## src/rtl/fetch_unit_if.sv

```systemverilog
// fetch_unit_if
//   Groups the instruction-memory request/grant/response channel, the
//   decode valid/ready channel and the execute redirect inputs of the
//   fetch stage into one bundle.
//   master : fetch stage side
//            (drives imem_req/imem_addr, instr_valid/instr/instr_pc, fetch_fault)
//   slave  : environment side
//            (drives imem_gnt/imem_rvalid/imem_rdata, instr_ready, redirect/redirect_pc)
interface fetch_unit_if;
  logic        imem_req;
  logic [31:0] imem_addr;
  logic        imem_gnt;
  logic        imem_rvalid;
  logic [31:0] imem_rdata;
  logic        instr_valid;
  logic [31:0] instr;
  logic [31:0] instr_pc;
  logic        instr_ready;
  logic        redirect;
  logic [31:0] redirect_pc;
  logic        fetch_fault;

  modport master (
    output imem_req, imem_addr, instr_valid, instr, instr_pc, fetch_fault,
    input  imem_gnt, imem_rvalid, imem_rdata, instr_ready, redirect, redirect_pc
  );

  modport slave (
    input  imem_req, imem_addr, instr_valid, instr, instr_pc, fetch_fault,
    output imem_gnt, imem_rvalid, imem_rdata, instr_ready, redirect, redirect_pc
  );
endinterface

```

## src/rtl/fetch_unit.sv

```systemverilog
// fetch_unit
//   Instruction fetch stage. Holds the fetch PC, issues word requests to
//   instruction memory, tags each granted request with its PC, buffers the
//   returned words in a BUF_DEPTH-entry FIFO and presents them to decode.
//   A redirect from execute reloads the PC, flushes the FIFO and turns every
//   outstanding response into one that will be dropped on arrival.
//
//   Ports
//     clk   : clock, rising edge
//     rst_n : asynchronous active-low reset
//     bus   : fetch_unit_if.master (imem request/response, decode handshake,
//             redirect inputs, fetch_fault)
//
//   Optional feature macro: FETCH_MISALIGN_CHECK_EN
//     defined   : a redirect to a non word-aligned target parks the stage in
//                 FAULT with fetch_fault=1 until an aligned redirect arrives.
//     undefined : redirect_pc[1:0] is ignored, fetch_fault is tied to 0.
module fetch_unit #(
  parameter logic [31:0] RESET_PC  = 32'h0000_0000,
  parameter int          BUF_DEPTH = 2
) (
  input logic          clk,
  input logic          rst_n,
  fetch_unit_if.master bus
);
  localparam int PW = (BUF_DEPTH > 1) ? $clog2(BUF_DEPTH) : 1;
  localparam int CW = PW + 1;   // holds 0..BUF_DEPTH
  localparam int DW = CW + 4;   // discard may accumulate across back-to-back redirects

  typedef enum logic [1:0] {
    IDLE  = 2'd0,
    RUN   = 2'd1
`ifdef FETCH_MISALIGN_CHECK_EN
    ,
    FAULT = 2'd2
`endif
  } state_t;

  state_t state_reg, state_next;

  logic [31:0]   fetch_pc_reg;
  logic [31:0]   fifo_data [BUF_DEPTH];
  logic [31:0]   fifo_pc   [BUF_DEPTH];
  logic [31:0]   tag_pc    [BUF_DEPTH];
  logic [PW-1:0] fifo_wr_ptr_reg, fifo_rd_ptr_reg;
  logic [PW-1:0] tag_wr_ptr_reg, tag_rd_ptr_reg;
  logic [CW-1:0] fifo_count_reg, pending_reg;
  logic [DW-1:0] discard_reg;

  logic          imem_req_c;
  logic          credit_ok;
  logic          grant, resp_keep, resp_drop, resp_any, pop;
  logic          instr_valid_c;
  logic [31:0]   redirect_target;
  logic          misaligned;

`ifdef FETCH_MISALIGN_CHECK_EN
  assign redirect_target = bus.redirect_pc;
  assign misaligned      = bus.redirect_pc[1:0] != 2'b00;
`else
  assign redirect_target = {bus.redirect_pc[31:2], 2'b00};
  assign misaligned      = 1'b0;
`endif

  // Credits count both buffered words and words still owed by memory, so a
  // response always finds a free FIFO slot.
  assign credit_ok = ({1'b0, fifo_count_reg} + {1'b0, pending_reg}) < (CW+1)'(BUF_DEPTH);

  always_ff @(posedge clk or negedge rst_n) begin
    if (!rst_n) state_reg <= IDLE;
    else        state_reg <= state_next;
  end

  always_comb begin
    state_next = state_reg;
    imem_req_c = 1'b0;
    case (state_reg)
      IDLE:    state_next = RUN;
      RUN:     imem_req_c = !bus.redirect && credit_ok;
`ifdef FETCH_MISALIGN_CHECK_EN
      FAULT:   state_next = FAULT;
`endif
      default: state_next = IDLE;
    endcase
    if (bus.redirect) begin
`ifdef FETCH_MISALIGN_CHECK_EN
      state_next = misaligned ? FAULT : RUN;
`else
      state_next = RUN;
`endif
    end
  end

  assign instr_valid_c = fifo_count_reg != '0;
  assign grant     = imem_req_c && bus.imem_gnt;
  assign resp_drop = bus.imem_rvalid && (discard_reg != '0);
  // A response with nothing pending and nothing to discard is ignored.
  assign resp_keep = bus.imem_rvalid && (discard_reg == '0) && (pending_reg != '0);
  assign resp_any  = resp_drop || resp_keep;
  assign pop       = instr_valid_c && bus.instr_ready;

  always_ff @(posedge clk or negedge rst_n) begin
    if (!rst_n) begin
      fetch_pc_reg    <= RESET_PC;
      fifo_wr_ptr_reg <= '0;
      fifo_rd_ptr_reg <= '0;
      tag_wr_ptr_reg  <= '0;
      tag_rd_ptr_reg  <= '0;
      fifo_count_reg  <= '0;
      pending_reg     <= '0;
      discard_reg     <= '0;
    end else if (bus.redirect) begin
      // Flush wins over everything; a head pop this cycle is simply absorbed
      // by the flush. Every in-flight response becomes a discard, less the
      // one (if any) that is being dropped right now.
      fetch_pc_reg    <= redirect_target;
      fifo_wr_ptr_reg <= '0;
      fifo_rd_ptr_reg <= '0;
      tag_wr_ptr_reg  <= '0;
      tag_rd_ptr_reg  <= '0;
      fifo_count_reg  <= '0;
      pending_reg     <= '0;
      discard_reg     <= discard_reg + DW'(pending_reg) - DW'(resp_any);
    end else begin
      if (grant) begin
        fetch_pc_reg   <= fetch_pc_reg + 32'd4;
        tag_wr_ptr_reg <= tag_wr_ptr_reg + 1'b1;
      end
      if (resp_keep) begin
        fifo_wr_ptr_reg <= fifo_wr_ptr_reg + 1'b1;
        tag_rd_ptr_reg  <= tag_rd_ptr_reg + 1'b1;
      end
      if (pop) fifo_rd_ptr_reg <= fifo_rd_ptr_reg + 1'b1;
      if (resp_drop) discard_reg <= discard_reg - 1'b1;
      pending_reg    <= pending_reg + CW'(grant) - CW'(resp_keep);
      fifo_count_reg <= fifo_count_reg + CW'(resp_keep) - CW'(pop);
    end
  end

  // Storage arrays carry no reset: occupancy is tracked by the counters above.
  always_ff @(posedge clk) begin
    if (grant) tag_pc[tag_wr_ptr_reg] <= fetch_pc_reg;
    if (resp_keep && !bus.redirect) begin
      fifo_data[fifo_wr_ptr_reg] <= bus.imem_rdata;
      fifo_pc[fifo_wr_ptr_reg]   <= tag_pc[tag_rd_ptr_reg];
    end
  end

`ifdef FETCH_MISALIGN_CHECK_EN
  logic fetch_fault_reg;
  always_ff @(posedge clk or negedge rst_n) begin
    if (!rst_n) fetch_fault_reg <= 1'b0;
    else        fetch_fault_reg <= (state_next == FAULT);
  end
  assign bus.fetch_fault = fetch_fault_reg;
`else
  assign bus.fetch_fault = misaligned;
`endif

  assign bus.imem_req    = imem_req_c;
  assign bus.imem_addr   = fetch_pc_reg;
  assign bus.instr_valid = instr_valid_c;
  assign bus.instr       = instr_valid_c ? fifo_data[fifo_rd_ptr_reg] : 32'h0;
  assign bus.instr_pc    = instr_valid_c ? fifo_pc[fifo_rd_ptr_reg]   : 32'h0;
endmodule

```

## src/flat_wrapper.sv

```systemverilog
// flat-port wrapper written by rule: the top's interface ports become plain ports
module fetch_unit_flat 
#(
  parameter logic [31:0] RESET_PC  = 32'h0000_0000,
  parameter int          BUF_DEPTH = 2
)
  (clk, rst_n, bus_imem_req, bus_imem_addr, bus_instr_valid, bus_instr, bus_instr_pc, bus_fetch_fault, bus_imem_gnt, bus_imem_rvalid, bus_imem_rdata, bus_instr_ready, bus_redirect, bus_redirect_pc);
  fetch_unit_if bus_i ();
  input logic clk;
  input logic rst_n;
  output wire logic [$bits(bus_i.imem_req)-1:0] bus_imem_req;
  output wire logic [$bits(bus_i.imem_addr)-1:0] bus_imem_addr;
  output wire logic [$bits(bus_i.instr_valid)-1:0] bus_instr_valid;
  output wire logic [$bits(bus_i.instr)-1:0] bus_instr;
  output wire logic [$bits(bus_i.instr_pc)-1:0] bus_instr_pc;
  output wire logic [$bits(bus_i.fetch_fault)-1:0] bus_fetch_fault;
  input wire logic [$bits(bus_i.imem_gnt)-1:0] bus_imem_gnt;
  input wire logic [$bits(bus_i.imem_rvalid)-1:0] bus_imem_rvalid;
  input wire logic [$bits(bus_i.imem_rdata)-1:0] bus_imem_rdata;
  input wire logic [$bits(bus_i.instr_ready)-1:0] bus_instr_ready;
  input wire logic [$bits(bus_i.redirect)-1:0] bus_redirect;
  input wire logic [$bits(bus_i.redirect_pc)-1:0] bus_redirect_pc;
  assign bus_imem_req = bus_i.imem_req;
  assign bus_imem_addr = bus_i.imem_addr;
  assign bus_instr_valid = bus_i.instr_valid;
  assign bus_instr = bus_i.instr;
  assign bus_instr_pc = bus_i.instr_pc;
  assign bus_fetch_fault = bus_i.fetch_fault;
  assign bus_i.imem_gnt = bus_imem_gnt;
  assign bus_i.imem_rvalid = bus_imem_rvalid;
  assign bus_i.imem_rdata = bus_imem_rdata;
  assign bus_i.instr_ready = bus_instr_ready;
  assign bus_i.redirect = bus_redirect;
  assign bus_i.redirect_pc = bus_redirect_pc;
  fetch_unit #(.RESET_PC(RESET_PC), .BUF_DEPTH(BUF_DEPTH)) u_core (.clk(clk), .rst_n(rst_n), .bus(bus_i));
endmodule
```

## config.mk

```make
export PLATFORM = sky130hd
export DESIGN_NAME = fetch_unit_flat
export DESIGN_NICKNAME = d
export VERILOG_FILES = /design/src/rtl/fetch_unit_if.sv /design/src/rtl/fetch_unit.sv /design/src/flat_wrapper.sv
export SDC_FILE = /design/constraint.sdc
export NUM_CORES = 1
export LEC_CHECK = 0
export CAP_MARGIN = 5
export CELL_PAD_IN_SITES_DETAIL_PLACEMENT = 1
export CELL_PAD_IN_SITES_GLOBAL_PLACEMENT = 2
export CORE_ASPECT_RATIO = 0.5
export CORE_MARGIN = 2
export CORE_UTILIZATION = 33
export CTS_CLUSTER_SIZE = 8
export DETAILED_ROUTE_END_ITERATION = 16
export PLACE_DENSITY = 0.77
export SKIP_LAST_GASP = 1
export SLEW_MARGIN = 40
export SYNTH_ARGS = -nofsm -noshare
export SYNTH_HDL_FRONTEND = slang
export SYNTH_SLANG_ARGS = --single-unit
```

## constraint.sdc

```tcl
create_clock -name clk -period 7.1 [get_ports clk]
set_input_delay 1.42 -clock clk [delete_from_list [all_inputs] [get_ports clk]]
set_output_delay 1.42 -clock clk [all_outputs]
set_load 0.01 [all_outputs]
```

==> flow_summary_export.csv <==
group,metric,value,unit
final_layout,largest_register_ffs,64,
timing,fin_worst_skew,21.60,ps
timing,slew_headroom,45.05,%
clock_network,cts.repair.resized,0,
final_layout,drive_above_1_share,10.19,%
timing,period_share,61.57,%
timing,timing.fmax,228.8,MHz
detailed_routing,vias,6140,
clock_network,cts_tree,"done",
detailed_routing,drtIter0Drc,316,
floorplan,rows,44,
floorplan,die_area,30830,µm²
synthesis,avgSynthCellArea,14.16,µm²
clock_network,hold_buffers,0,
final_layout,reg_top3,"u_core.fifo_data (64), u_core.fifo_pc (60), u_core.tag_pc (60)",
placement,preCtsSetupSlack,2685,ps
critical_path,r2r-start,"u_core.fifo_count_reg[0]",
clock_network,htreeDepth,2,
critical_path,worstPathMaxFanout,38,
global_routing,grt_pass1_wl,38.89,mm
floorplan,start_util,33.46,%
clock_network,cts-root-buf,"clkbuf_16",
global_routing,grt_pass1_vias,6891,
placement,dpl_cell_area,11730,µm²
synthesis,synth-seq-cells,229,
synthesis,synth_area,9688,µm²
synthesis,synthXorXnorAreaFrac,1.537,%
hold_path,hold_path_end,"u_core.fifo_pc[1][12]",
timing,worst_slack,2729,ps
clock_network,max-clock-path-buffers,3,
critical_path,r2r-end,"u_core.bus.imem_addr[24]",
synthesis,synth_fa_ha_area_share,2.609,%
clock_network,clkTransAtPathRegs,50,ps
clock_network,cts_sinks,229,
detailed_routing,ant_nets,0,
critical_path,reg2reg_slack,3530,ps
floorplan,die_y,125.2,µm
critical_path,crit_path_end_kind,"primary output",
timing,worst_pin_slew,823.3,ps
synthesis,synth.distinct_cells,47,
final_layout,fin_area,12710,µm²
final_layout,finalNetCount,948,
synthesis,async_flop_share,19.65,%
synthesis,synth_cells,684,
clock_network,postCtsSetupBuffers,0,
global_routing,grt_max_degree,63,
clock_network,cts_made_buffers,34,
timing,rsz0062_at_grt,"no",
synthesis,synth_compound_area_share,5.243,%
critical_path,cp_data_required_time,5680,ps
synthesis,synth-simple-area-share,9.015,%
global_routing,antenna_found_initial,0,
pwr,leakage,4.365,nW
synthesis,synth_ff_type,"edfxtp_1",
placement,port_buffers,161,
detailed_routing,viasPerCell,4.858,
critical_path,reg2reg_depth,9,
detailed_routing,routedWlPerCell,19.39,µm
timing,whs,560.1,ps
final_layout,seq_area,6655,µm²
detailed_routing,drt_wl_total,24.51,mm
hold_path,hold_path_startpoint,"u_core.tag_pc[1][12]",
synthesis,yosys_warnings,0,
hold_path,whs_path_depth,1,
final_layout,regMostFlops,"u_core.fifo_data",
clock_network,clk_latency,500,ps
final_layout,fillCellCount,2938,
timing,finalHoldViolCount,0,
pwr,ir_drop,144.3,µV
final_layout,multi_input_area,2810,µm²
synthesis,synthMuxAreaShare,10.10,%
detailed_routing,dr.pass1.iters,4,
timing,fin_crit,4371,ps
placement,gp_congestion,0.7379,
run_status,status,"finished, final reports clean",
critical_path,path_class,"flop to primary output",
synthesis,synth_edf_count,184,
global_routing,overflow,0,
floorplan,ioPinCount,169,
synthesis,synth_top_family_by_area,"multiplexers",
pwr,p_per_area,313.8,nW/µm²
final_layout,insertedDiodeCount,0,
hold_path,hold_class,"flop to flop",
critical_path,arrival,2950,ps
floorplan,die-width,246.3,µm
timing,finalSetupViolCount,0,
synthesis,seq_area_frac_synth,68.66,%
final_layout,area_growth,31.18,%
flow_run,drv_cap,0,
placement,dpl.hpwl,16.05,mm
timing,fin_setup_tns,0,ps
global_routing,grt_use_total,16.27,%
critical_path,startpoint_type,"flop",
floorplan,core_area,28960,µm²
detailed_routing,drc_errors,0,
timing,slew_violations,0,
-- routing by layer --
| metal | vias to the layer above | track usage [%] | wire length (µm) |
|---|---|---|---|
| met5 | - | 0 | 0 |
| met4 | 0 | 4.642 | 475 |
| met3 | 36 | 2.877 | 826 |
| met2 | 106 | 28.92 | 12680 |
| met1 | 3121 | 20.32 | 10520 |
| li1 | 2877 | - | - |
-- area by class of cell --
cell class	instances	share of cell area, %
multi-input cells	396	22.11
flip-flops and latches	229	52.37
inverters	28	0.8270
repair buffers	170	13.16
clock inverters	1	0.03938
clock buffers	49	7.640
well taps	391	3.850
-- placed cells by master, fill, tap and decap left out, types with 3 or more instances in the layout --
cell and n:
nand3_1 21, o311ai_0 14, nand2_1 42, or3_1 3, clkbuf_1 12, o211ai_1 14
conb_1 6, edfxtp_1 184, buf_4 8, a221o_1 3, clkdlybuf4s50_1 159, dfrtp_1 44
a21oi_1 6, inv_1 28, mux2i_1 64, ha_1 17, nor2_1 80, a21o_1 3
nor3_1 4, clkbuf_16 37, and2_1 4, xnor2_1 12, and3_1 6, xor2_1 5
mux2_2 30, o21ai_0 17, nand4_1 11
-- synthesized netlist by cell type, drive strengths merged (17+ instances only) --
cell type / count / area share, %
nand2: 42 / 1.6
nor2: 82 / 3.2
ha: 17 / 2.2
dfrtp: 45 / 12
inv: 28 / 1.1
clkbuf: 25 / 0.98
edfxtp: 184 / 57
mux2i: 64 / 6.6
mux2: 30 / 3.5
nand3: 21 / 1.1
o21ai: 17 / 0.88
-- through the flow --
step / cells / utilization, % / total power, mW
finish: 1264 / 43.89 / 3.988
global route: 1264 / 43.89 / 4.187
CTS: 1264 / 43.89 / 4.047
detailed placement: 1214 / 40.52 / 2.547
global placement: 1214 / 40.50 / 2.521
floorplan: 688 / - / 2.109
-- logic make-up after synthesis --
logic type,Yosys count
adders and majority gates,19
xor gates and xnor gates,17
AOI/OAI and AO/OA,71
DFF,229
and+or+nand+nor,189
muxes,94
other,2
buffers and inverters,63
-- critical path, stage by stage (launching register included) --
cell and delay [ps]:
dfrtp_4 740, buf_4 690, mux2i_1 170, nor2_1 250, clkdlybuf4s50_1 590
-- report_power, final --
group | internal (mW) | switching, mW
Combinational | 0.451 | 0.458
Clock | 0.933 | 0.549
Sequential | 1.52 | 0.0822
-- worst max path at each step --
stage	startpoint	to	slack, ps	depth (start not counted)
after floorplan	bus_redirect	u_core.fifo_data[0][0]	1350	3
after detailed placement	bus_imem_rvalid	u_core.fifo_data[1][3]	2690	5
after global placement	bus_imem_rvalid	u_core.fifo_data[1][18]	2740	5
after CTS	u_core.fifo_rd_ptr_reg	bus_instr_pc[12]	2650	4
after global routing	u_core.fifo_rd_ptr_reg	bus_instr_pc[12]	2550	4
final	u_core.fifo_rd_ptr_reg	bus_instr_pc[12]	2730	4
Note: power is estimated with default switching activity, not from simulation.
